File: config.mk
export PLATFORM = sky130hd
export DESIGN_NAME = ps2_key_decoder
export DESIGN_NICKNAME = d
export VERILOG_FILES = /design/src/rtl/ps2_key_decoder.sv
export SDC_FILE = /design/constraint.sdc
export NUM_CORES = 1
export LEC_CHECK = 0
export BUFFER_PORTS_ARGS = -buffer_cell sky130_fd_sc_hd__buf_2
export CORE_UTILIZATION = 37
export CTS_CLUSTER_SIZE = 25
export DETAILED_ROUTE_END_ITERATION = 12
export PLACE_DENSITY = 0.64
export RECOVER_POWER = 100
export SYNTH_ARGS = -nofsm -noshare
export SYNTH_HDL_FRONTEND = slang
export SYNTH_SLANG_ARGS = --single-unit
File: constraint.sdc
create_clock -name clock -period 1.8 [get_ports clock]
set_clock_uncertainty 0.1 [all_clocks]
set_input_delay 0.09 -clock clock [delete_from_list [all_inputs] [get_ports clock]]
set_output_delay 0.09 -clock clock [all_outputs]
set_load 0.02 [all_outputs]
File: src/rtl/ps2_key_decoder.sv
// ps2_key_decoder: folds PS/2 make/break sequences (E0/F0 prefixes) onto one canonical WASD code per direction; define KEY_RELEASE_CLEAR_EN to also zero the code when the key is released
module ps2_key_decoder #(
  parameter int TIMEOUT_CYCLES = 50000
) (
  input  logic       clock,
  input  logic       resetn,
  input  logic [7:0] ps2_byte,
  input  logic       ps2_byte_valid,
  input  logic       clear,
  output logic [7:0] last_key_received,
  output logic       key_held,
  output logic       key_event
);
  localparam int CW = $clog2(TIMEOUT_CYCLES);
  localparam logic [CW-1:0] CNT_MAX = CW'(TIMEOUT_CYCLES - 1);
  typedef enum logic [1:0] {IDLE, GOT_E0, GOT_F0, GOT_E0F0} state_t;
  state_t state, state_nx;
  logic [CW-1:0] cnt, cnt_nx;
  logic [7:0] key_nx, code;
  logic held_nx, event_nx, ext, brk;
  // canonical code of the byte in the current prefix context; 00 marks an untracked key
  always_comb begin
    ext = state == GOT_E0 || state == GOT_E0F0;
    brk = state == GOT_F0 || state == GOT_E0F0;
    code = 8'h00;
    if (ext)
      case (ps2_byte)
        8'h75:   code = 8'h1D;
        8'h6B:   code = 8'h1C;
        8'h72:   code = 8'h1B;
        8'h74:   code = 8'h23;
        default: code = 8'h00;
      endcase
    else if (ps2_byte inside {8'h1D, 8'h1C, 8'h1B, 8'h23})
      code = ps2_byte;
  end
  // prefix tracking, make/break handling and prefix timeout; clear beats a same-cycle byte
  always_comb begin
    state_nx = state;
    cnt_nx = cnt;
    key_nx = last_key_received;
    held_nx = key_held;
    event_nx = 1'b0;
    if (clear) begin
      state_nx = IDLE;
      cnt_nx = '0;
      key_nx = 8'h00;
      held_nx = 1'b0;
    end else if (ps2_byte_valid) begin
      cnt_nx = '0;
      if (ps2_byte == 8'hE0)
        state_nx = GOT_E0;
      else if (ps2_byte == 8'hF0)
        state_nx = state == IDLE ? GOT_F0 : state == GOT_E0 ? GOT_E0F0 : state;
      else begin
        state_nx = IDLE;
        if (code != 8'h00 && !brk) begin
          key_nx = code;
          held_nx = 1'b1;
          event_nx = 1'b1;
        end else if (code != 8'h00 && code == last_key_received) begin
          held_nx = 1'b0;
`ifdef KEY_RELEASE_CLEAR_EN
          key_nx = 8'h00;
`endif
        end
      end
    end else if (state != IDLE) begin
      state_nx = cnt == CNT_MAX ? IDLE : state;
      cnt_nx = cnt == CNT_MAX ? '0 : cnt + 1'b1;
    end
  end
  // registered state and outputs
  always_ff @(posedge clock or negedge resetn) begin
    if (!resetn) begin
      state <= IDLE;
      cnt <= '0;
      last_key_received <= 8'h00;
      key_held <= 1'b0;
      key_event <= 1'b0;
    end else begin
      state <= state_nx;
      cnt <= cnt_nx;
      last_key_received <= key_nx;
      key_held <= held_nx;
      key_event <= event_nx;
    end
  end
endmodule

==> summary.txt, run 1 <==
FF-to-FF End: cnt[13]$_DFFE_PN0P_
Critical Path AT: 1950 ps
Pre-antenna DRT Iters: 8
CTS tree: yes
leakage power: 1.12 nW
YS warnings: 0
Die Span X: 70.6 um
initial antenna violation count: 0
DRC Markers: 4
Post-Synthesis Net Count: 212
Max rail drop VDD: 0.000410 V
GRT overflow: 0
number of synthesized register bits: 28
# nets final: 293
share of layout cells above drive strength 1: 0.362
Root Buffer: clkbuf_8
synth top area cells: dfrtp_1 40%, nor2_1 6.7%, nand2_1 4.1%
period utilization: 1.02
Ports: 22
ANT nets after route: 0
Total GRT Usage: 0.192
# diodes: 0
Vias/cell: 5.40
Post-synth EDFFs: 0
run status: finished with violations
RSZ-0062 raised after global routing: true
Cells after Synth: 199
nature of the critical path endpoint: flop
violated checks: DRC, setup timing
Hold Path Origin: clear
CP max FO: 4
Final Wtd Congestion: 0.869
ys async rst share: 1.00
placed wire-length estimate: 3510 um
clk buf depth: 2
worst min-delay path class: in2reg
syn_area_per_cell: 8.74 sq um
leading area contributor after synthesis: dfrtp_1
die area: 4980 sq um
fin util: 0.564
Fmax: 543 MHz
predominant post-synthesis flop cell: dfrtp_1
first-pass GRT wire length: 7710 um
slew of the pin with the lowest slew margin: 700 ps
worst-skew pair later-pin latency: 270 ps
Commonest cells post-synth: 31 x nor2_1, 28 x dfrtp_1, 19 x nand2_1, 12 x o21ai_0, 10 x nand3_1
top cell type's share of synthesized area: 0.403
H-tree depth: 1
Critical Path Start Type: flop
Clk pin slew, worst setup/hold paths: 90 ps
sequential share of the synthesized area: 0.403
largest net degree at the start of global routing: 29
PwrDens: 561 nW/um^2
# fillers: 416
vias in the first global route: 1745
R2R depth: 6
Hold Violations, Final: 0
max-slew violation count: 0
minimum clock period after layout: 1840 ps
most frequent cell after synthesis: nor2_1
synthesis-to-layout area growth: 44.0%
WS Path Type: reg2reg
WHS: 75.1 ps
critical path capture point: cnt[13]$_DFFE_PN0P_
final WL: 4690 um
Core Region: 4440 sq um
count of cell types in the netlist: 50
cell area after synthesis: 1740 sq um
Max Cap Viol: 0
starting DRC count in detailed routing: 82
number of port buffers: 21
fin worst setup slack: -42.3 ps
Die Ht: 70.6 um
# clock sinks: 28
R2R setup slack: -40 ps
Slew HR: 0.533
Final setup viols: 1
Site Rows: 24
WL/cell: 14.2 um
Req. time, crit path: 1910 ps
FF-to-FF Start: state[0]$_DFFE_PN0P_
TritonCTS Buffers: 3
Initial Utilization: 0.391
Setup crit start: state[0]$_DFFE_PN0P_
via count: 1787
-- state kept, by name, summed over array words and instances, names as in the netlist --
register / flops
state: 2
cnt: 16
last_key_received: 8
key_held: 1
key_event: 1
-- worst min-delay path by stage --
stage                                       end  depth (start not counted)
6_report       last_key_received[2]$_DFFE_PN0P_                          3
3_5_place_dp               key_held$_DFFE_PN0P_                          1
2_1_floorplan                cnt[0]$_DFFE_PN0P_                          0
4_1_cts        last_key_received[2]$_DFFE_PN0P_                          3
5_1_grt        last_key_received[2]$_DFFE_PN0P_                          3
3_3_place_gp   last_key_received[3]$_DFFE_PN0P_                          1
-- metrics by stage --
stage               std cells  worst slack (ps)  setup TNS [ps]  power (W)  instance area, sq um
finish                    331             -42.3           -42.3    0.00140                  2500
global route              331              -129           -1300    0.00147                  2500
CTS                       327             -7.23           -7.23    0.00140                  2390
detailed placement        321              -180           -2060   0.000904                  2290
global placement          321              -176           -1390   0.000901                  2290
floorplan                 199             -10.6           -10.6   0.000773                  1740
-- area by class of cell --
type,count,area (sq um),share of cell area
Clock buffer,3,41.3,0.0165
Clock inverter,1,30.0,0.0120
Inverter,6,22.5,0.00899
Multi-Input combinational cell,161,1100,0.441
Sequential cell,28,701,0.280
Tap cell,52,65.1,0.0260
Timing Repair Buffer,80,541,0.216
-- placed cells by master (no fill, tap or decap), drive strengths merged, types with 6 or more instances in the layout --
cell type  instances
buf               67
nor2              31
dfrtp             28
nand2             19
clkbuf            15
o21ai             13
nand3             10
a21oi              9
xor2               8
inv                6
nor3b              6
and3               6
nand4              6
-- critical path, stage by stage, from the launching register on --
cell and delay, ps:
dfrtp_1 430, nor2_2 60, nand2_2 80, nand4_1 140, or3_4 440, or3_1 370, a21oi_2 150
-- kinds of logic (layout without fill, tap and decap cells) --
logic type	count (synthesis)	after routing	share of synthesized area
adders and majority gates	1	1	0.00719
DFF	28	28	0.403
buffers and inverters	10	90	0.0266
and+or+nand+nor	103	103	0.312
AOI/OAI and AO/OA	44	44	0.184
muxes	3	3	0.0173
xor gates and xnor gates	10	10	0.0504
-- per-layer routing --
layer  vias to the layer above  routed length (um)  global-route usage
li1                        878                   -                   -
met1                       863                2230               0.272
met2                        42                2250               0.318
met3                         4                 203              0.0285
met4                         0                  11              0.0356
met5                         -                   0                   0
-- power by group --
group,internal (W),switching [W],total [W],leakage [nW]
registers,0.000642,0.0000120,0.000654,0.388
clock network,0.000298,0.000194,0.000492,0.0357
logic,0.000115,0.000143,0.000259,0.697
-- timing repair --
action,in CTS,in global routing
hold endpoints to repair,28,0
hold buffers,1,0
setup endpoints to repair,14,24
buffers inserted,1,3
resized for setup,3,31
pin swaps,3,10
cloned,0,1
(Power assumes the default switching activity.)
==> run 2: changes to the inputs <==
Settings changed: BUFFER_PORTS_ARGS -buffer_cell sky130_fd_sc_hd__buf_2 to -buffer_cell sky130_fd_sc_hd__buf_4.
==> run 2 against run 1 <==
  * Die area stayed put
  * Power is 0.88% higher
  * The flow still finishes with violations (DRC, setup timing)
  * Worst hold slack worse by 41 ps
  * Flip-flop and latch count stayed put
  * Wire length is 4.1% lower
  * Critical path type unchanged
  * Non-clock buffer count is 4 lower
  * Count of clock-buffer cells in the layout stayed put
  * Register-to-register slack better by 30 ps
  * Utilization is 1.2 points lower
  * Cell area is 2.0% lower
==> summary.txt, run 2 (synthesis results as in run 1) <==
run status: finished with violations
violated checks: DRC, setup timing
placed wire-length estimate: 3380 um (-3.7%)
number of port buffers: 21 (unchanged)
minimum clock period after layout: 1810 ps (-33.6 ps)
clk buf depth: 2 (unchanged)
# fillers: 432 (+3.8%)
max incr delay on CP: 430 ps (about the same)
ANT nets after route: 0 (unchanged)
leakage power: 1.10 nW (-1.6%)
starting DRC count in detailed routing: 73 (-11%)
# diodes: 0 (unchanged)
CP most frequent cell: or3_4
H-tree depth: 1 (unchanged)
multi-input logic area: 1060 sq um (-4.4%)
final WL: 4500 um (-4.1%)
R2R depth: 5 (-1)
FF-to-FF Start: cnt[1]$_DFFE_PN0P_
# nets final: 289 (-1.4%)
first-pass GRT wire length: 7670 um (-0.54%)
non-filler cells in the finished layout: 327 (-1.2%)
Req. time, crit path: 1920 ps (about the same)
Max rail drop VDD: 0.000350 V (-15%)
DRC Markers: 4 (unchanged)
slew of the pin with the lowest slew margin: 706 ps (+6.44 ps)
fin area: 2450 sq um (-2.0%)
most frequent cells in the layout: 61 x buf_4, 28 x nor2_1, 28 x dfrtp_1
register area: 701 sq um (unchanged)
initial antenna violation count: 0 (unchanged)
Placed Area: 2330 sq um (+1.6%)
Critical Path Start Type: flop
fin worst setup slack: -8.70 ps (+33.6 ps)
RSZ-0062 raised after global routing: true
largest net degree at the start of global routing: 29 (unchanged)
fin util: 0.552 (-0.0115)
synthesis-to-layout area growth: 41.1%
Pre-antenna DRT Iters: 8 (unchanged)
worst min-delay path class: in2reg
Site Rows: 24 (unchanged)
Largest register FFs: 16 (unchanged)
CP Cell Sequence: and3_1, nand4_1, or3_4, or3_4, a21oi_2
nature of the critical path endpoint: flop
FF-to-FF End: cnt[13]$_DFFE_PN0P_
CTS tree: yes
die area: 4980 sq um (unchanged)
Final Wtd Congestion: 0.866 (-0.31%)
worst-skew pair later-pin latency: 290 ps (+20 ps)
Final setup viols: 1 (unchanged)
GRT overflow: 0 (unchanged)
Initial Utilization: 0.391 (unchanged)
Inst Count DP: 319 (-0.62%)
R2R setup slack: -9 ps (+30 ps)
Clk pin slew, worst setup/hold paths: 110 ps (+20 ps)
max-slew violation count: 0 (unchanged)
Die Span X: 70.6 um (unchanged)
share of layout cells above drive strength 1: 0.331 (-0.0311)
period utilization: 1.00 (-0.0186)
commonest non-fill, non-tap cell in the layout: buf_4
Vias/cell: 5.33 (-1.3%)
biggest regs: cnt (16), last_key_received (8), state (2)
WL/cell: 13.8 um (-2.9%)
vias in the first global route: 1716 (-1.7%)
TritonCTS Buffers: 3 (unchanged)
Slew HR: 0.529 (-0.00429)
CP max FO: 3 (-1)
WHS: 34.4 ps (-40.6 ps)
WS Path Type: reg2reg
hold depth: 3 (unchanged)
Die Ht: 70.6 um (unchanged)
PwrDens: 577 nW/um^2 (+3.0%)
slowest CP cell: or3_4
Hold Path Origin: clear
Final Total Pwr: 0.00142 W (+0.88%)
hold path endpoint: cnt[4]$_DFFE_PN0P_
Critical Path AT: 1930 ps (-20 ps)
largest reg by FF count: cnt
Total GRT Usage: 0.194 (+0.00153)
Ports: 22 (unchanged)
Root Buffer: clkbuf_8
Core Region: 4440 sq um (unchanged)
Max Cap Viol: 0 (unchanged)
Fmax: 553 MHz (+1.9%)
via count: 1743 (-2.5%)
# clock sinks: 28 (unchanged)
Hold Violations, Final: 0 (unchanged)
run 2: worst max path at each step:
stage,start,end,cells past startpoint,slack [ps]
6_report,cnt[1]$_DFFE_PN0P_,cnt[13]$_DFFE_PN0P_,5,-9
5_1_grt,state[0]$_DFFE_PN0P_,cnt[13]$_DFFE_PN0P_,6,-70
4_1_cts,state[0]$_DFFE_PN0P_,cnt[13]$_DFFE_PN0P_,6,9
3_5_place_dp,ps2_byte[7],last_key_received[1]$_DFFE_PN0P_,8,-150
3_3_place_gp,ps2_byte[7],last_key_received[0]$_DFFE_PN0P_,8,-140
2_1_floorplan,state[0]$_DFFE_PN0P_,cnt[14]$_DFFE_PN0P_,8,-10
run 2: cell type report:
| type | instances | share of cell area |
|---|---|---|
| well taps | 52 | 0.0265 |
| multi-input cells | 161 | 0.430 |
| clock inverters | 1 | 0.0122 |
| clock buffers | 3 | 0.0168 |
| repair buffers | 76 | 0.219 |
| flip-flops and latches | 28 | 0.286 |
| inverters | 6 | 0.00918 |
run 2: what timing repair did:
action,in CTS,in global routing
endpoints found under the setup margin,14,21
setup buffers,2,0
gates cloned,0,1
hold buffers,1,0
pin swaps,3,7
resized for setup,1,19
hold endpoints to repair,28,0
run 2: report_power, final:
group	internal, W	switching [W]	leakage (nW)	total (W)
combinational	0.000115	0.000137	0.679	0.000252
clock	0.000298	0.000213	0.0357	0.000512
sequential	0.000642	0.0000107	0.388	0.000653
run 2: worst max-delay path: cells and delay by family, from the launching register on:
| kind | cells | cell delay [ps] |
|---|---|---|
| flip-flops | 1 | 360 |
| AO/OA/AOI/OAI | 1 | 130 |
| AND/OR/NAND/NOR | 4 | 1150 |
run 2: per-stage QoR:
stage               setup WS [ps]  setup TNS [ps]
finish                      -8.70           -8.70
global route                -72.3            -337
CTS                          9.37               0
detailed placement           -149           -1760
global placement             -139           -1600
floorplan                   -10.6           -10.6
run 2: per-layer routing:
layer  part of all wire  vias up  global-route usage
li1                   -      875                   -
met1               0.49      840               0.266
met2               0.46       23               0.318
met3              0.036        5              0.0271
met4              0.014        0              0.0622
met5                  0        -                   0
==> run 3: changes to the inputs <==
Settings changed: CORE_ASPECT_RATIO set to 1.75.
==> run 3 against run 2 <==
  * The run ends with setup timing left
  * Via count increased by 5.2%
  * Sequential power about the same
  * Fmax decreased by 0.23%
  * First-iteration DRC count decreased by 56%
==> summary.txt, run 3 (synthesis results as in run 1) <==
run status: finished with violations
violated checks: setup timing
Die Span X: 53.8 um (-24%)
H-tree depth: 1 (unchanged)
commonest non-fill, non-tap cell in the layout: buf_4
Slew HR: 0.533 (+0.00353)
Final Total Pwr: 0.00131 W (-7.3%)
largest net degree at the start of global routing: 29 (unchanged)
CP max FO: 4 (+1)
final WL: 5090 um (+13%)
RSZ-0062 raised after global routing: true
Pre-antenna DRT Iters: 4 (-4)
Hold Violations, Final: 0 (unchanged)
via count: 1834 (+5.2%)
Req. time, crit path: 1850 ps (-70 ps)
synthesis-to-layout area growth: 46.2%
Core Region: 4440 sq um (unchanged)
number of port buffers: 21 (unchanged)
Clk pin slew, worst setup/hold paths: 90 ps (-20 ps)
max layer used: met4
WS Path Type: reg2reg
period utilization: 1.01 (+0.00230)
ANT nets after route: 0 (unchanged)
biggest regs: cnt (16), last_key_received (8), state (2)
max-slew violation count: 0 (unchanged)
most frequent cells in the layout: 64 x buf_4, 28 x dfrtp_1, 24 x nor2_1
Root Buffer: clkbuf_8
Die Ht: 92.7 um (+31%)
Max Cap Viol: 0 (unchanged)
GRT overflow: 0 (unchanged)
TritonCTS Buffers: 3 (unchanged)
Final setup viols: 1 (unchanged)
nature of the critical path endpoint: flop
minimum clock period after layout: 1810 ps (+4.15 ps)
starting DRC count in detailed routing: 32 (-56%)
leakage power: 1.12 nW (+1.2%)
Inst Count DP: 317 (-0.63%)
initial antenna violation count: 0 (unchanged)
Critical Path Start Type: flop
PwrDens: 517 nW/um^2 (-11%)
share of layout cells above drive strength 1: 0.381 (+0.0504)
metal2 WL: 2980 um (+45%)
total negative slack: -12.9 ps (-4.15 ps)
CTS tree: yes
WHS: 58.6 ps (+24.2 ps)
clk buf depth: 2 (unchanged)
WL/cell: 15.5 um (+13%)
worst min-delay path class: in2reg
fin worst setup slack: -12.9 ps (-4.15 ps)
non-filler cells in the finished layout: 329 (+0.61%)
slew of the pin with the lowest slew margin: 701 ps (-5.30 ps)
Max rail drop VDD: 0.000391 V (+12%)
first-pass GRT wire length: 8050 um (+5.0%)
Critical Path AT: 1870 ps (-60 ps)
# diodes: 0 (unchanged)
Total GRT Usage: 0.218 (+0.0244)
die area: 4990 sq um (+0.21%)
DRC Markers: 0 (-4)
# clock sinks: 28 (unchanged)
Initial Utilization: 0.391 (unchanged)
Largest register FFs: 16 (unchanged)
worst slack, placed: -239 ps (-89.8 ps)
largest reg by FF count: cnt
Vias/cell: 5.57 (+4.6%)
Ports: 22 (unchanged)
# nets final: 292 (+1.0%)
wl on met1: 1830 um (-18%)
Final Wtd Congestion: 0.952 (+10%)
vias in the first global route: 1893 (+10%)
Site Rows: 32 (+33%)
placed wire-length estimate: 3780 um (+12%)
Fmax: 552 MHz (-0.23%)
met3 WL: 81 um (-49%)
worst-skew pair later-pin latency: 270 ps (-20 ps)
-- run 3: cell types whose count changed in the layout (fill, tap and decap cells not counted), moves of 2 or more --
cell and change:
nor2_4 +3, buf_4 +3, nor2_1 -4, xor2_2 +2
xor2_1 -2
-- run 3: report_power, final --
| group | switching, W | leakage, nW | internal, W |
|---|---|---|---|
| clock network | 0.000185 | 0.0288 | 0.000196 |
| logic | 0.000150 | 0.700 | 0.000127 |
| registers | 0.0000139 | 0.388 | 0.000642 |
| total | 0.000349 | 1.12 | 0.000965 |
-- run 3: metal layers --
metal  vias up  track usage
li1        884            -
met1       882        0.215
met2        47        0.406
met3        21       0.0230
met4         0        0.121
met5         -            0
-- run 3: cell type report --
type                            count  area (sq um)
Fill cell                         429          1900
Multi-Input combinational cell    161          1130
Clock buffer                        4          55.1
Inverter                            6          22.5
Timing Repair Buffer               79           571
Tap cell                           51          63.8
Sequential cell                    28           701
-- run 3: path summary, 6_finish.rpt --
kind	startpoint	to	slack (ps)	cells past startpoint
max	state[0]$_DFFE_PN0P_	cnt[15]$_DFFE_PN0P_	-10	7
min	clear	cnt[4]$_DFFE_PN0P_	60	3
max reg2reg	state[0]$_DFFE_PN0P_	cnt[15]$_DFFE_PN0P_	-10	7
min reg2reg	last_key_received[4]$_DFFE_PN0P_	last_key_received[4]$_DFFE_PN0P_	470	1
max in group asynchronous	resetn	cnt[9]$_DFFE_PN0P_	870	2
min in group asynchronous	resetn	cnt[0]$_DFFE_PN0P_	290	2
-- run 3: what timing repair did --
item	in CTS	in global routing
pin swaps	6	18
endpoints found under the setup margin	21	23
hold endpoints to repair	28	0
gates resized for setup	8	29
buffers inserted	3	3
gates cloned	1	0
hold buffers	1	0
-- run 3: metrics by stage --
| stage | instance area, sq um | util |
|---|---|---|
| 2_1_floorplan | 1740 | - |
| 3_5_place_dp | 2320 | 0.521 |
| 4_1_cts | 2430 | 0.548 |
| 3_3_place_gp | 2320 | 0.521 |
| 5_1_grt | 2540 | 0.572 |
| 6_report | 2540 | 0.572 |
-- run 3: worst max-delay path: stages (launching register included) --
cell	delay (ps)
dfrtp_1	430
nor2_2	60
nand2_1	90
nand4_1	130
or3_4	430
buf_4	150
o21ai_0	190
a21oi_1	110
